[src/rtl/ram_access_ctrl.sv]
// CPU-side initiator for the 4-bit data RAM: holds the DCL bank and SRC address
// registers and turns WRM/RDM/WRS/RDS/ADM/SBM commands into single RAM cycles.
module ram_access_ctrl #(
    parameter int RD_LAT = 1
) (
    input  logic        clk,
    input  logic        rstN,
    input  logic        dcl_we,
    input  logic [2:0]  dcl_data,
    input  logic        src_we,
    input  logic [7:0]  src_data,
    input  logic        cmd_valid,
    output logic        cmd_ready,
    input  logic [2:0]  cmd_op,
    input  logic [1:0]  cmd_idx,
    input  logic [3:0]  cmd_acc,
    input  logic        cmd_cy,
    output logic        rsp_valid,
    output logic [3:0]  rsp_data,
    output logic        rsp_cy,
    output logic        ramWe,
    output logic        ramRe,
    output logic [11:0] ramAddr,
    output logic [3:0]  ramDataOut,
    input  logic [3:0]  ramDataIn
);

    localparam logic [2:0] OP_WRM = 3'd0;
    localparam logic [2:0] OP_RDM = 3'd1;
    localparam logic [2:0] OP_WRS = 3'd2;
    localparam logic [2:0] OP_RDS = 3'd3;
    localparam logic [2:0] OP_ADM = 3'd4;
    localparam logic [2:0] OP_SBM = 3'd5;

    // Extra wait cycles after the strobe cycle, counted down to zero.
    localparam logic [1:0] WAIT_INIT = (RD_LAT > 1) ? 2'(RD_LAT - 2) : 2'd0;

    typedef enum logic [1:0] {
        S_IDLE,
        S_WRITE,
        S_READ,
        S_WAIT
    } state_t;

    state_t      state_q, state_d;
    logic [2:0]  dcl_q, dcl_d;
    logic [7:0]  src_q, src_d;
    logic [2:0]  op_q, op_d;
    logic [3:0]  acc_q, acc_d;
    logic        cy_q, cy_d;
    logic [1:0]  wait_cnt_q, wait_cnt_d;
    logic        ram_we_q, ram_we_d;
    logic        ram_re_q, ram_re_d;
    logic [11:0] ram_addr_q, ram_addr_d;
    logic [3:0]  ram_dout_q, ram_dout_d;
    logic        rsp_valid_q, rsp_valid_d;
    logic [3:0]  rsp_data_q, rsp_data_d;
    logic        rsp_cy_q, rsp_cy_d;

    logic        is_write;
    logic        is_read;
    logic        is_status;
    logic [11:0] cmd_addr;
    logic        capture;
    logic [4:0]  sum_add;
    logic [4:0]  sum_sub;

    always_comb begin
        is_write  = (cmd_op == OP_WRM) || (cmd_op == OP_WRS);
        is_read   = (cmd_op == OP_RDM) || (cmd_op == OP_RDS) ||
                    (cmd_op == OP_ADM) || (cmd_op == OP_SBM);
        is_status = (cmd_op == OP_WRS) || (cmd_op == OP_RDS);
        // Address uses the registered DCL/SRC, so a same-edge load is not seen.
        if (is_status) begin
            cmd_addr = {1'b1, dcl_q, src_q[7:4], 2'b00, cmd_idx};
        end else begin
            cmd_addr = {1'b0, dcl_q, src_q};
        end
    end

    always_comb begin
        capture = ((state_q == S_READ) && (RD_LAT == 1)) ||
                  ((state_q == S_WAIT) && (wait_cnt_q == 2'd0));
        sum_add = {1'b0, acc_q} + {1'b0, ramDataIn} + {4'd0, cy_q};
        // cy=1 is a borrow-in, so the carry injected is its complement.
        sum_sub = {1'b0, acc_q} + {1'b0, ~ramDataIn} + {4'd0, ~cy_q};
    end

    always_comb begin
        state_d     = state_q;
        dcl_d       = dcl_we ? dcl_data : dcl_q;
        src_d       = src_we ? src_data : src_q;
        op_d        = op_q;
        acc_d       = acc_q;
        cy_d        = cy_q;
        wait_cnt_d  = wait_cnt_q;
        ram_we_d    = 1'b0;
        ram_re_d    = 1'b0;
        ram_addr_d  = ram_addr_q;
        ram_dout_d  = ram_dout_q;
        rsp_valid_d = 1'b0;
        rsp_data_d  = rsp_data_q;
        rsp_cy_d    = rsp_cy_q;

        case (state_q)
            S_IDLE: begin
                if (cmd_valid) begin
                    op_d  = cmd_op;
                    acc_d = cmd_acc;
                    cy_d  = cmd_cy;
                    if (is_write) begin
                        state_d    = S_WRITE;
                        ram_we_d   = 1'b1;
                        ram_addr_d = cmd_addr;
                        ram_dout_d = cmd_acc;
                    end else if (is_read) begin
                        state_d    = S_READ;
                        ram_re_d   = 1'b1;
                        ram_addr_d = cmd_addr;
                    end else begin
                        rsp_valid_d = 1'b1;
                        rsp_data_d  = cmd_acc;
                        rsp_cy_d    = cmd_cy;
                    end
                end
            end
            S_WRITE: begin
                state_d     = S_IDLE;
                rsp_valid_d = 1'b1;
                rsp_data_d  = acc_q;
                rsp_cy_d    = cy_q;
            end
            S_READ: begin
                if (!capture) begin
                    state_d    = S_WAIT;
                    wait_cnt_d = WAIT_INIT;
                end
            end
            S_WAIT: begin
                if (!capture) begin
                    wait_cnt_d = wait_cnt_q - 2'd1;
                end
            end
            default: begin
                state_d = S_IDLE;
            end
        endcase

        if (capture) begin
            state_d     = S_IDLE;
            rsp_valid_d = 1'b1;
            case (op_q)
                OP_ADM: begin
                    rsp_data_d = sum_add[3:0];
                    rsp_cy_d   = sum_add[4];
                end
                OP_SBM: begin
                    rsp_data_d = sum_sub[3:0];
                    rsp_cy_d   = sum_sub[4];
                end
                default: begin
                    rsp_data_d = ramDataIn;
                    rsp_cy_d   = cy_q;
                end
            endcase
        end
    end

    always_ff @(posedge clk) begin
        if (!rstN) begin
            state_q     <= S_IDLE;
            dcl_q       <= 3'd0;
            src_q       <= 8'd0;
            op_q        <= 3'd0;
            acc_q       <= 4'd0;
            cy_q        <= 1'b0;
            wait_cnt_q  <= 2'd0;
            ram_we_q    <= 1'b0;
            ram_re_q    <= 1'b0;
            ram_addr_q  <= 12'd0;
            ram_dout_q  <= 4'd0;
            rsp_valid_q <= 1'b0;
            rsp_data_q  <= 4'd0;
            rsp_cy_q    <= 1'b0;
        end else begin
            state_q     <= state_d;
            dcl_q       <= dcl_d;
            src_q       <= src_d;
            op_q        <= op_d;
            acc_q       <= acc_d;
            cy_q        <= cy_d;
            wait_cnt_q  <= wait_cnt_d;
            ram_we_q    <= ram_we_d;
            ram_re_q    <= ram_re_d;
            ram_addr_q  <= ram_addr_d;
            ram_dout_q  <= ram_dout_d;
            rsp_valid_q <= rsp_valid_d;
            rsp_data_q  <= rsp_data_d;
            rsp_cy_q    <= rsp_cy_d;
        end
    end

    assign cmd_ready  = (state_q == S_IDLE);
    assign rsp_valid  = rsp_valid_q;
    assign rsp_data   = rsp_data_q;
    assign rsp_cy     = rsp_cy_q;
    assign ramWe      = ram_we_q;
    assign ramRe      = ram_re_q;
    assign ramAddr    = ram_addr_q;
    assign ramDataOut = ram_dout_q;

endmodule

[config.mk]
export PLATFORM = sky130hd
export DESIGN_NAME = ram_access_ctrl
export DESIGN_NICKNAME = d
export VERILOG_FILES = /design/src/rtl/ram_access_ctrl.sv
export SDC_FILE = /design/constraint.sdc
export NUM_CORES = 1
export LEC_CHECK = 0
export CAP_MARGIN = 0
export CORE_MARGIN = 5
export CORE_UTILIZATION = 45
export CTS_CLUSTER_SIZE = 25
export DETAILED_ROUTE_END_ITERATION = 6
export PLACE_DENSITY = 0.74
export SYNTH_ARGS = -nofsm -noshare
export SYNTH_HDL_FRONTEND = slang
export SYNTH_SLANG_ARGS = --single-unit
export TNS_END_PERCENT = 20
[constraint.sdc]
create_clock -name clk -period 4.9 [get_ports clk]
set_clock_uncertainty 0.2 [all_clocks]
set_input_delay 0.98 -clock clk [delete_from_list [all_inputs] [get_ports clk]]
set_output_delay 0.98 -clock clk [all_outputs]
set_load 0.05 [all_outputs]
After elaboration in Yosys (flattened, before gate mapping)
Cells that the tools add are included.
- flip-flop bits (word level): 47
- latch bits: 0
- RAM bits: 0
- memory bits (read-only): 0
- input bits: 30
- output and inout bits: 25
- logic and storage cells: 93
- memories: 0
- add/sub/neg operators: 5
- $mul: 0
- divide/modulo/power cells: 0
- order comparisons: 0
- equal/unequal tests: 17
- shift operators: 0
- mux-type cells: 29
- bitwise operators: 5
- reduce and logical (&&, ||, !) cells: 23
- operators by type and width (cell ; count):
    2-to-1 mux 12 bit ; 3
    2-to-1 mux 4 bit ; 4
    one-hot mux 4 bit (2 select lines) ; 2
    AND reduction 3 bit ; 5
    == test 3 bit (second input constant) ; 4
    adder 4 x 4 -> 5 bit ; 2
    adder 5 x 1 -> 5 bit ; 2
    2-to-1 mux 1 bit ; 10
    2-to-1 mux 2 bit ; 5
    inequality test 3 x 2 -> 1 bit (second input constant) ; 3
    == test 3 x 2 -> 1 bit (second input constant) ; 2
    logical OR 1 bit ; 6
    inequality test 2 bit (second input constant) ; 3
    one-hot mux 1 bit (2 select lines) ; 3
    one-hot mux 2 bit (3 select lines) ; 1
    nonzero test 3 bit ; 2
    == test 2 bit (second input constant) ; 2
    zero test 2 bit ; 2
    inverter 1 bit ; 4
    inverter 4 bit ; 1
    one-hot mux 2 bit (2 select lines) ; 1
    AND reduction 4 bit ; 1
    nonzero test 2 bit ; 2
    OR reduction 4 bit ; 1
    other kinds (8) ; 8

Longest topological paths before layout
Gate-level depths: netlist of run 1.
- word-level depth: 9
- depth in mapped cells: 8
- gate-level depth less buffers: 8

Worst setup path after synthesis of run 1
Ideal clock, no wire load.
- path kind: in2reg
- start: input ramDataIn[0]
- end: register rsp_cy_q (netlist: rsp_cy)
- setup time: 0.129 ns
- arrival time: 2.658 ns
- data required time: 4.571 ns
- path slack: 1.913 ns
- stages: 7
- path buffers: 0
- cell sequence: fa_1 fa_1 nor3b_1 a2111oi_1 a311oi_1 a211oi_1 o32ai_1
- cells in the longest elaborated chain, start to end: 5
- elaborated cells on any way between the ends: 7
- those cells by class: 4 x add/sub; 2 x mux; 1 x bitwise
- RTL lines (item ; RTL line ; RTL):
    from (decl) ; 25 ; input logic [3:0] ramDataIn
    inverter 4 bit ; 86 ; sum_sub = {1'b0, acc_q} + {1'b0, ~ramDataIn} + {4'd0, ~cy_q};
    adder 4 x 4 -> 5 bit ; 86 ;
    adder 5 x 1 -> 5 bit ; 86 ;
    one-hot mux 1 bit (2 select lines) (*) ; 152 ; case (op_q)
    2-to-1 mux 1 bit (*) ; 149 ; if (capture) begin
    to (signal assigned) ; 199 ; rsp_cy_q <= rsp_cy_d;
    to (decl) ; 58 ; logic rsp_cy_q, rsp_cy_d;
Mark *: on every way between the ends. The rest lies on a longest branch, timed or not.
A chain may end at the register's enable or synchronous reset.

Worst setup path after layout of run 1
Same ends and word-level chain as after synthesis.

==> flow_metrics.py, run 1 <==
metrics = {
    "timing": {
        "finalSetupViolations": 0,
        "finalHoldViolations": 0,
        "clock.fmax_mhz": 297,
        "period_share": 0.686,
        "tns_ps": 0,
        "rsz0062_at_grt": "false",
        "final.min_clock_period_ps": 3360,
        "worst_pin_slew_ps": 662,
        "drv_slew": 0,
        "slew_headroom": 0.558,
    },
    "synthesis": {
        "syn_avg_cell_area_um2": 8.52,
        "synth-seq-cells": 47,
        "seq_area_frac_synth": 0.410,
        "syn_nets": 314,
        "syn_area_mm2": 0.00229,
        "yosysWarnings": 0,
        "syn_inst": 269,
        "synth_flop_cell": "dfxtp_1",
        "synth_edf_count": 0,
        "synthDistinctLibCells": 39,
        "async_reset_ff_frac": 0,
    },
    "floorplanning": {
        "die_area_mm2": 0.00662,
        "rows": 26,
        "die_x_um": 81.4,
        "fp.dieH_um": 81.4,
        "num_io_pins": 55,
        "initial_core_util": 0.455,
        "core_mm2": 0.00504,
    },
    "flow_run": {
        "maxCapViolations": 0,
    },
    "layout": {
        "multiInputGateArea_mm2": 0.00123,
        "layout_commonest_cell": "clkdlybuf4s50_1",
        "fill_cells": 456,
        "fin_area_mm2": 0.00294,
        "area_growth_pct": 28.2,
        "seqCellArea_um2": 941,
        "layout.nets": 362,
        "antenna-diode-count": 0,
        "drive_above_1_share": 0.0409,
        "final_cell_mix": "54 x clkdlybuf4s50_1, 48 x nand2_1, 47 x dfxtp_1",
    },
    "critical_path": {
        "worstSetupEndpointType": "flip-flop",
        "path_buf_inv": 1,
        "startpoint_type": "input pin",
        "cp_common_cell": "fa_1",
        "path_cells": "clkdlybuf4s50_1 -> fa_1 -> fa_1 -> nor3b_1 -> a2111oi_1 -> a311oi_1 -> a211oi_1 -> o32ai_1",
        "crit_path_max_fanout": 3,
        "required_ps": 4860,
        "path_delay_family": "adder cells",
        "cpPeakStageDelay_ps": 500,
        "crit_slowest_cell": "clkdlybuf4s50_1",
        "path_class": "input pin to flip-flop",
        "cp_data_arrival_time_ps": 3320,
    },
    "run_status": {
        "run_status": "finished clean",
    },
    "clocking": {
        "post_cts_buffers": 0,
        "cts_buffer_depth": 2,
        "insertion_delay_ps": 290,
        "postCtsResizedCells": 0,
        "cts_max_level": 2,
        "cts_root_buffer": "clkbuf_8",
        "cts.hold.buffers_added": 0,
        "cts_tree": "done",
        "cts_inserted_buffers": 5,
        "clock-sinks": 47,
        "clk_pin_slew_ps": 80,
    },
    "placement": {
        "dp_hpwl_mm": 3.76,
        "place_area_mm2": 0.00286,
        "io_buffers": 54,
        "gp_congestion": 0.814,
    },
    "global_routing": {
        "grt_pass1_wl_mm": 8.21,
        "gr-total-overflow": 0,
        "grt_usage": 0.161,
        "antenna_found_initial": 0,
        "grt_start_max_net_pins": 40,
        "grt_pass1_vias": 1822,
    },
    "pwr": {
        "peakVddDrop_v": 0.000233,
        "powerDensity_mw_per_mm2": 438,
        "leakage_nw": 1.14,
    },
    "routing": {
        "antenna_left": 0,
        "first_pass_iters": 4,
        "wl_per_cell_um": 13.1,
        "wirelength_mm": 5.10,
        "vias": 1954,
        "vias_per_cell": 5.04,
        "drcViolationCount": 0,
        "drtIter0Drc": 54,
    },
    "hold_path": {
        "min-delay-path-class": "flip-flop to flip-flop",
    },
}
-- cell families (layout without fill, tap and decap cells) --
logic type / after synthesis / after routing / share of synthesized area
AO/OA/AOI/OAI: 58 / 58 / 0.153
XOR/XNOR: 3 / 3 / 0.0115
adder cells (fa/ha/maj): 15 / 15 / 0.0950
buffers and inverters: 28 / 77 / 0.0524
flip-flops: 47 / 47 / 0.410
multiplexers: 22 / 22 / 0.0966
AND/OR/NAND/NOR: 96 / 96 / 0.181
-- worst paths after layout --
path | depth (start not counted) | startpoint | slack [ps] | to
setup reg to reg | 8 | acc_q[0] | 2390 | rsp_cy
setup / recovery | 8 | ramDataIn[0] | 1540 | rsp_cy
hold / removal | 2 | src_q[7] | 260 | ramAddr[7]
hold reg to reg | 2 | src_q[7] | 260 | ramAddr[7]
-- cells in the mapped netlist (all sizes together), types with 2 or more instances --
master   n  area share
o21ai   14       0.031
buf      9       0.021
a22oi    3      0.0098
nor2    29       0.047
o22ai    2      0.0055
nand2   48       0.079
o31ai    2      0.0065
fa       4       0.035
ha      11       0.060
a31oi    2      0.0055
nor2b    4       0.011
clkbuf   4      0.0065
a311oi   3       0.011
mux2i   21       0.092
nor3     6       0.018
nand3    2      0.0044
a211oi   3      0.0098
dfxtp   47        0.41
a21oi   25       0.058
inv     15       0.025
xnor2    3       0.011
-- through the flow --
stage                      util  setup slack [ps]  instances  hold WS, ps  total power (W)
after CTS                 0.583              1520        388          262          0.00130
final                     0.583              1540        388          262          0.00129
after global placement    0.567              1290        380          240          0.00106
after detailed placement  0.567              1210        380          248          0.00107
after floorplan               -              1910        269          231         0.000908
after global routing      0.583              1380        388          293          0.00137
-- sequential cells by signal (all words and copies together) (netlist names), 2 cells and up --
register and count:
ramAddr 12, src_q 8, acc_q 4, ramDataOut 4, rsp_data 4, dcl_q 3, op_q 3, state_q 2
wait_cnt_q 2
-- worst reg2reg max path: cells and delay by family (launching register included) --
| kind | cells | cell delay (ps) |
|---|---|---|
| AO/OA/AOI/OAI | 4 | 690 |
| adder cells (fa/ha/maj) | 2 | 830 |
| buffers and inverters | 1 | 90 |
| flip-flops | 1 | 430 |
| AND/OR/NAND/NOR | 1 | 200 |
-- report_power, final --
| part | leakage, nW | switching (W) | internal [W] |
|---|---|---|---|
| combinational | 0.717 | 0.000366 | 0.000213 |
| sequential | 0.385 | 0.0000437 | 0.000442 |
| clock | 0.0422 | 0.000124 | 0.000100 |
-- layout make-up --
type,count,area share
Timing Repair Buffer,54,0.184
Multi-Input combinational cell,194,0.419
Tap cell,70,0.0298
Sequential cell,47,0.320
Clock inverter,1,0.00170
Clock buffer,7,0.0260
Inverter,15,0.0192
-- routing by layer --
metal / track usage / up-vias / part of all wire
li1: - / 1005 / -
met1: 0.197 / 894 / 0.46
met2: 0.253 / 51 / 0.44
met3: 0.0643 / 4 / 0.084
met4: 0.0608 / 0 / 0.014
met5: 0 / - / 0
(Power assumes the default switching activity.)
==> inputs of run 2 (changes only) <==
Settings changed: CORE_UTILIZATION 45 to 44, PLACE_DENSITY 0.74 to 0.75.
Clock period 4.9 ns to 2.9 ns, I/O delays scaled along.
==> run 2 against run 1 <==
Compared with the run above:
- critical path depth is the same
- highest routed layer unchanged
- utilization grew 0.81 points
- via count grew 1.9%
==> flow_metrics.py, run 2 (same netlist as run 1, synthesis figures left out) <==
metrics = {
    "pwr": {
        "leakage_nw": 1.18,
        "p_seq_frac": 0.371,
        "pwr-share-clk": 0.175,
        "peakVddDrop_v": 0.000355,
        "powerDensity_mw_per_mm2": 738,
        "p_comb_frac": 0.454,
        "switching_share": 0.413,
        "p_int_w": 0.00130,
        "power_switching_w": 0.000913,
    },
    "global_routing": {
        "antenna_found_initial": 0,
        "grt_start_max_net_pins": 27,
        "grt_pass1_wl_mm": 8.55,
        "gr-total-overflow": 0,
        "grt_pass1_vias": 1950,
        "grt_usage": 0.164,
    },
    "floorplanning": {
        "core_mm2": 0.00507,
        "rows": 26,
        "fp.dieH_um": 82.2,
        "die_area_mm2": 0.00675,
        "die_x_um": 82.2,
        "initial_core_util": 0.452,
        "num_io_pins": 55,
    },
    "layout": {
        "largest_reg_flops": 12,
        "final_cell_mix": "53 x clkdlybuf4s50_1, 48 x nand2_1, 47 x dfxtp_1",
        "layout.nets": 369,
        "final_core_util": 0.591,
        "fill_cells": 494,
        "antenna-diode-count": 0,
        "area_growth_pct": 30.8,
        "fin_cells": 395,
        "multiInputGateArea_mm2": 0.00124,
        "layout_commonest_cell": "clkdlybuf4s50_1",
        "drive_above_1_share": 0.0677,
        "seqCellArea_um2": 941,
    },
    "flow_run": {
        "maxCapViolations": 0,
    },
    "critical_path": {
        "r2r_end": "rsp_cy",
        "path_class": "input pin to flip-flop",
        "crit_start": "ramDataIn[0]",
        "rr_startpoint": "acc_q[0]",
        "crit_path_max_fanout": 3,
        "rr_worst_depth": 8,
        "startpoint_type": "input pin",
        "cp_data_arrival_time_ps": 2680,
        "rrSetupSlack_ps": 360,
        "required_ps": 2870,
        "endpoint": "rsp_cy",
        "worstSetupEndpointType": "flip-flop",
    },
    "timing": {
        "period_share": 0.935,
        "clock.fmax_mhz": 369,
        "whs_ps": 257,
        "final.min_clock_period_ps": 2710,
        "worst_pin_slew_ps": 534,
        "finalSetupViolations": 0,
        "finalHoldViolations": 0,
        "rsz0062_at_grt": "false",
        "slew_headroom": 0.643,
        "drv_slew": 0,
        "setup_slack_ps": 189,
    },
    "hold_path": {
        "worstHoldStart": "src_q[4]",
        "hold_depth": 2,
        "min-delay-path-class": "flip-flop to flip-flop",
    },
    "clocking": {
        "post_cts_buffers": 0,
        "cts.hold.buffers_added": 0,
        "insertion_delay_ps": 300,
        "cts_tree": "done",
        "cts_buffer_depth": 2,
        "cts_max_level": 2,
        "cts_inserted_buffers": 5,
        "cts_root_buffer": "clkbuf_8",
        "clk_pin_slew_ps": 90,
        "clock-sinks": 47,
    },
    "routing": {
        "vias_per_cell": 5.04,
        "wl_per_cell_um": 13.4,
        "vias": 1992,
        "antenna_left": 0,
        "first_pass_iters": 4,
        "wirelength_mm": 5.29,
        "drtIter0Drc": 62,
        "drcViolationCount": 0,
    },
    "placement": {
        "place_inst": 387,
        "gp_congestion": 0.886,
        "io_buffers": 54,
        "dp_slack_ps": -372,
        "dp_hpwl_mm": 4.08,
    },
    "run_status": {
        "run_status": "finished clean",
    },
}
==> run 2: worst max-delay path, stage by stage <==
cell	delay [ps]
dlygate4sd2_1	290
fa_1	470
fa_1	390
nor3b_1	160
a2111oi_2	330
a311oi_1	90
a211oi_1	250
o32ai_1	120
==> run 2: stage by stage <==
stage / cell area [µm²] / setup TNS (ps) / total power, W
final: 3000 / 0 / 0.00221
after global routing: 3000 / 0 / 0.00235
after CTS: 2990 / 0 / 0.00223
after detailed placement: 2910 / -426 / 0.00184
after global placement: 2910 / -292 / 0.00182
after floorplan: 2290 / 0 / 0.00153
==> run 2: power by group through the flow <==
stage / combinational (W) / clock [W] / sequential, W
after floorplan: 0.000518 / 0 / 0.00102
after global placement: 0.000989 / 0 / 0.000833
after detailed placement: 0.00100 / 0 / 0.000837
after CTS: 0.00101 / 0.000399 / 0.000822
after global routing: 0.00108 / 0.000427 / 0.000839
final: 0.00100 / 0.000386 / 0.000821
==> run 2: worst min-delay path by stage <==
stage	endpoint	slack, ps
final	ramAddr[4]	260
after detailed placement	ramAddr[5]	250
after CTS	ramAddr[10]	260
after floorplan	ramAddr[10]	230
after global routing	ramAddr[5]	280
after global placement	ramAddr[5]	240
==> run 2: what timing repair did <==
item,in CTS,in global routing
resized for setup,1,1
endpoints found under the setup margin,1,1
cloned,0,0
==> run 2: area by class of cell <==
type | instances | share of cell area
clock buffer | 6 | 0.0242
clock inverter | 2 | 0.00417
inverter | 15 | 0.0188
multi-input combinational | 194 | 0.412
sequential | 47 | 0.314
tap | 70 | 0.0292
timing repair buffer | 61 | 0.197
==> run 2: metal layers <==
| metal | GRT usage | routed length [µm] |
|---|---|---|
| met4 | 0.0598 | 82 |
| met5 | 0 | 0 |
| met1 | 0.186 | 2300 |
| met2 | 0.275 | 2470 |
| met3 | 0.0672 | 432 |
==> inputs of run 3 (changes only) <==
==> constraint.sdc (replaced) <==
create_clock -name clk -period 2.9 [get_ports clk]
set_clock_uncertainty 0.2 [all_clocks]
set_input_delay 0.435 -clock clk [delete_from_list [all_inputs] [get_ports clk]]
set_output_delay 0.435 -clock clk [all_outputs]
set_load 0.05 [all_outputs]
==> run 3 against run 2 <==
Compared with the run above:
- via count decreased by 1.5%
- final area shrank 0.54%
- worst hold slack improved by 1.1 ps
- die area unchanged
- power shrank 0.64%
- register-to-register slack improved by 40 ps
- first-iteration DRC count is 74% higher
- combinational power hardly changed
- count of clock-buffer cells in the layout is the same
- sequential power barely moved
- critical endpoint is now cmd_ready
- largest power group unchanged
- highest routed layer unchanged
==> flow_metrics.py, run 3 (same netlist as run 1, synthesis figures left out) <==
metrics = {
    "critical_path": {
        "cp_data_arrival_time_ps": 1880,
        "rr_worst_depth": 8,
        "crit_start": "state_q[1]",
        "startpoint_type": "flip-flop",
        "rrSetupSlack_ps": 400,
        "crit_path_max_fanout": 7,
        "worstSetupEndpointType": "primary output",
        "path_class": "flip-flop to primary output",
        "rr_startpoint": "acc_q[0]",
        "r2r_end": "rsp_cy",
        "required_ps": 2270,
    },
    "placement": {
        "io_buffers": 54,
        "dp_slack_ps": -201,
        "dp_hpwl_mm": 3.88,
        "place_area_mm2": 0.00289,
        "place_inst": 385,
        "gp_congestion": 0.898,
    },
    "clocking": {
        "clk_pin_slew_ps": 80,
        "clock-sinks": 47,
        "cts_max_level": 2,
        "cts_inserted_buffers": 5,
        "cts_buffer_depth": 2,
        "cts.hold.buffers_added": 0,
        "cts_tree": "done",
        "post_cts_buffers": 0,
        "cts_root_buffer": "clkbuf_8",
        "insertion_delay_ps": 300,
    },
    "floorplanning": {
        "die_x_um": 82.2,
        "initial_core_util": 0.452,
        "num_io_pins": 55,
        "core_mm2": 0.00507,
        "rows": 26,
        "die_area_mm2": 0.00675,
        "fp.dieH_um": 82.2,
    },
    "global_routing": {
        "grt_usage": 0.160,
        "antenna_found_initial": 0,
        "grt_pass1_vias": 1813,
        "grt_pass1_wl_mm": 8.30,
        "gr-total-overflow": 0,
        "grt_start_max_net_pins": 40,
    },
    "layout": {
        "area_growth_pct": 30.1,
        "fin_area_mm2": 0.00298,
        "layout_commonest_cell": "clkdlybuf4s50_1",
        "fin_cells": 393,
        "final_cell_mix": "53 x clkdlybuf4s50_1, 48 x nand2_1, 47 x dfxtp_1",
        "fill_cells": 504,
        "layout.nets": 367,
        "drive_above_1_share": 0.0588,
        "largest_reg_flops": 12,
        "antenna-diode-count": 0,
    },
    "routing": {
        "first_pass_iters": 4,
        "vias": 1962,
        "drtIter0Drc": 108,
        "wirelength_mm": 5.15,
        "drcViolationCount": 0,
        "vias_per_cell": 4.99,
        "antenna_left": 0,
        "wl_per_cell_um": 13.1,
    },
    "hold_path": {
        "worstHoldStart": "src_q[6]",
        "hold_path_end": "ramAddr[6]",
        "hold_depth": 2,
        "min-delay-path-class": "flip-flop to flip-flop",
    },
    "pwr": {
        "peakVddDrop_v": 0.000444,
        "leakage_nw": 1.18,
        "total_power_w": 0.00220,
        "powerDensity_mw_per_mm2": 737,
    },
    "timing": {
        "final.min_clock_period_ps": 2520,
        "clock.fmax_mhz": 397,
        "rsz0062_at_grt": "false",
        "worst_pin_slew_ps": 641,
        "slew_headroom": 0.572,
        "finalSetupViolations": 0,
        "period_share": 0.869,
        "setup_slack_ps": 381,
        "drv_slew": 0,
        "finalHoldViolations": 0,
    },
    "run_status": {
        "run_status": "finished clean",
    },
    "flow_run": {
        "maxCapViolations": 0,
    },
}
## run 3: changes by cell type in the layout (fill, tap and decap cells not counted), sizes merged
cell | before | now
dlygate4sd2 | 1 | 0
dlymetal6s2s | 0 | 1
buf | 7 | 5
## run 3: critical path: stages, from the launching register on
cell	delay (ps)
dfxtp_1	350
inv_1	100
ha_1	290
clkdlybuf4s50_1	850
## run 3: worst max path at each step
stage / depth (start not counted) / slack [ps] / to
floorplan: 7 / 460 / rsp_cy
global placement: 8 / -160 / rsp_cy
detailed placement: 8 / -200 / rsp_cy
CTS: 8 / 110 / rsp_cy
global route: 8 / 250 / rsp_cy
finish: 3 / 380 / cmd_ready
## run 3: cell type report
class,count,area [µm²],share of cell area
inverter,15,56.3,0.0189
clock inverter,2,12.5,0.00420
sequential,47,941,0.316
multi-input combinational,194,1230,0.413
tap,70,87.6,0.0294
clock buffer,6,72.6,0.0243
timing repair buffer,59,581,0.195
## run 3: routing by layer
metal / GRT usage / vias up / routed length (µm)
li1: - / 1015 / -
met1: 0.195 / 898 / 2290
met2: 0.262 / 45 / 2400
met3: 0.0640 / 4 / 426
met4: 0.0449 / 0 / 32
met5: 0 / - / 0
## run 3: power by group
group | total [W] | switching [W] | internal [W]
clock network | 0.000382 | 0.000213 | 0.000169
registers | 0.000819 | 0.0000726 | 0.000747
logic | 0.000997 | 0.000618 | 0.000379
## run 3: stage by stage
step | hold slack, ps | utilization | TNS, ps
6_report | 258 | 0.588 | 0
5_1_grt | 277 | 0.588 | 0
4_1_cts | 261 | 0.587 | 0
3_5_place_dp | 248 | 0.570 | -201
3_3_place_gp | 242 | 0.570 | -159
2_1_floorplan | 231 | - | 0
## run 3: timing repair
action / CTS / global route
endpoints found under the setup margin: 0 / 1
gates resized for setup: 0 / 1
hold endpoints to repair: 0 / 0
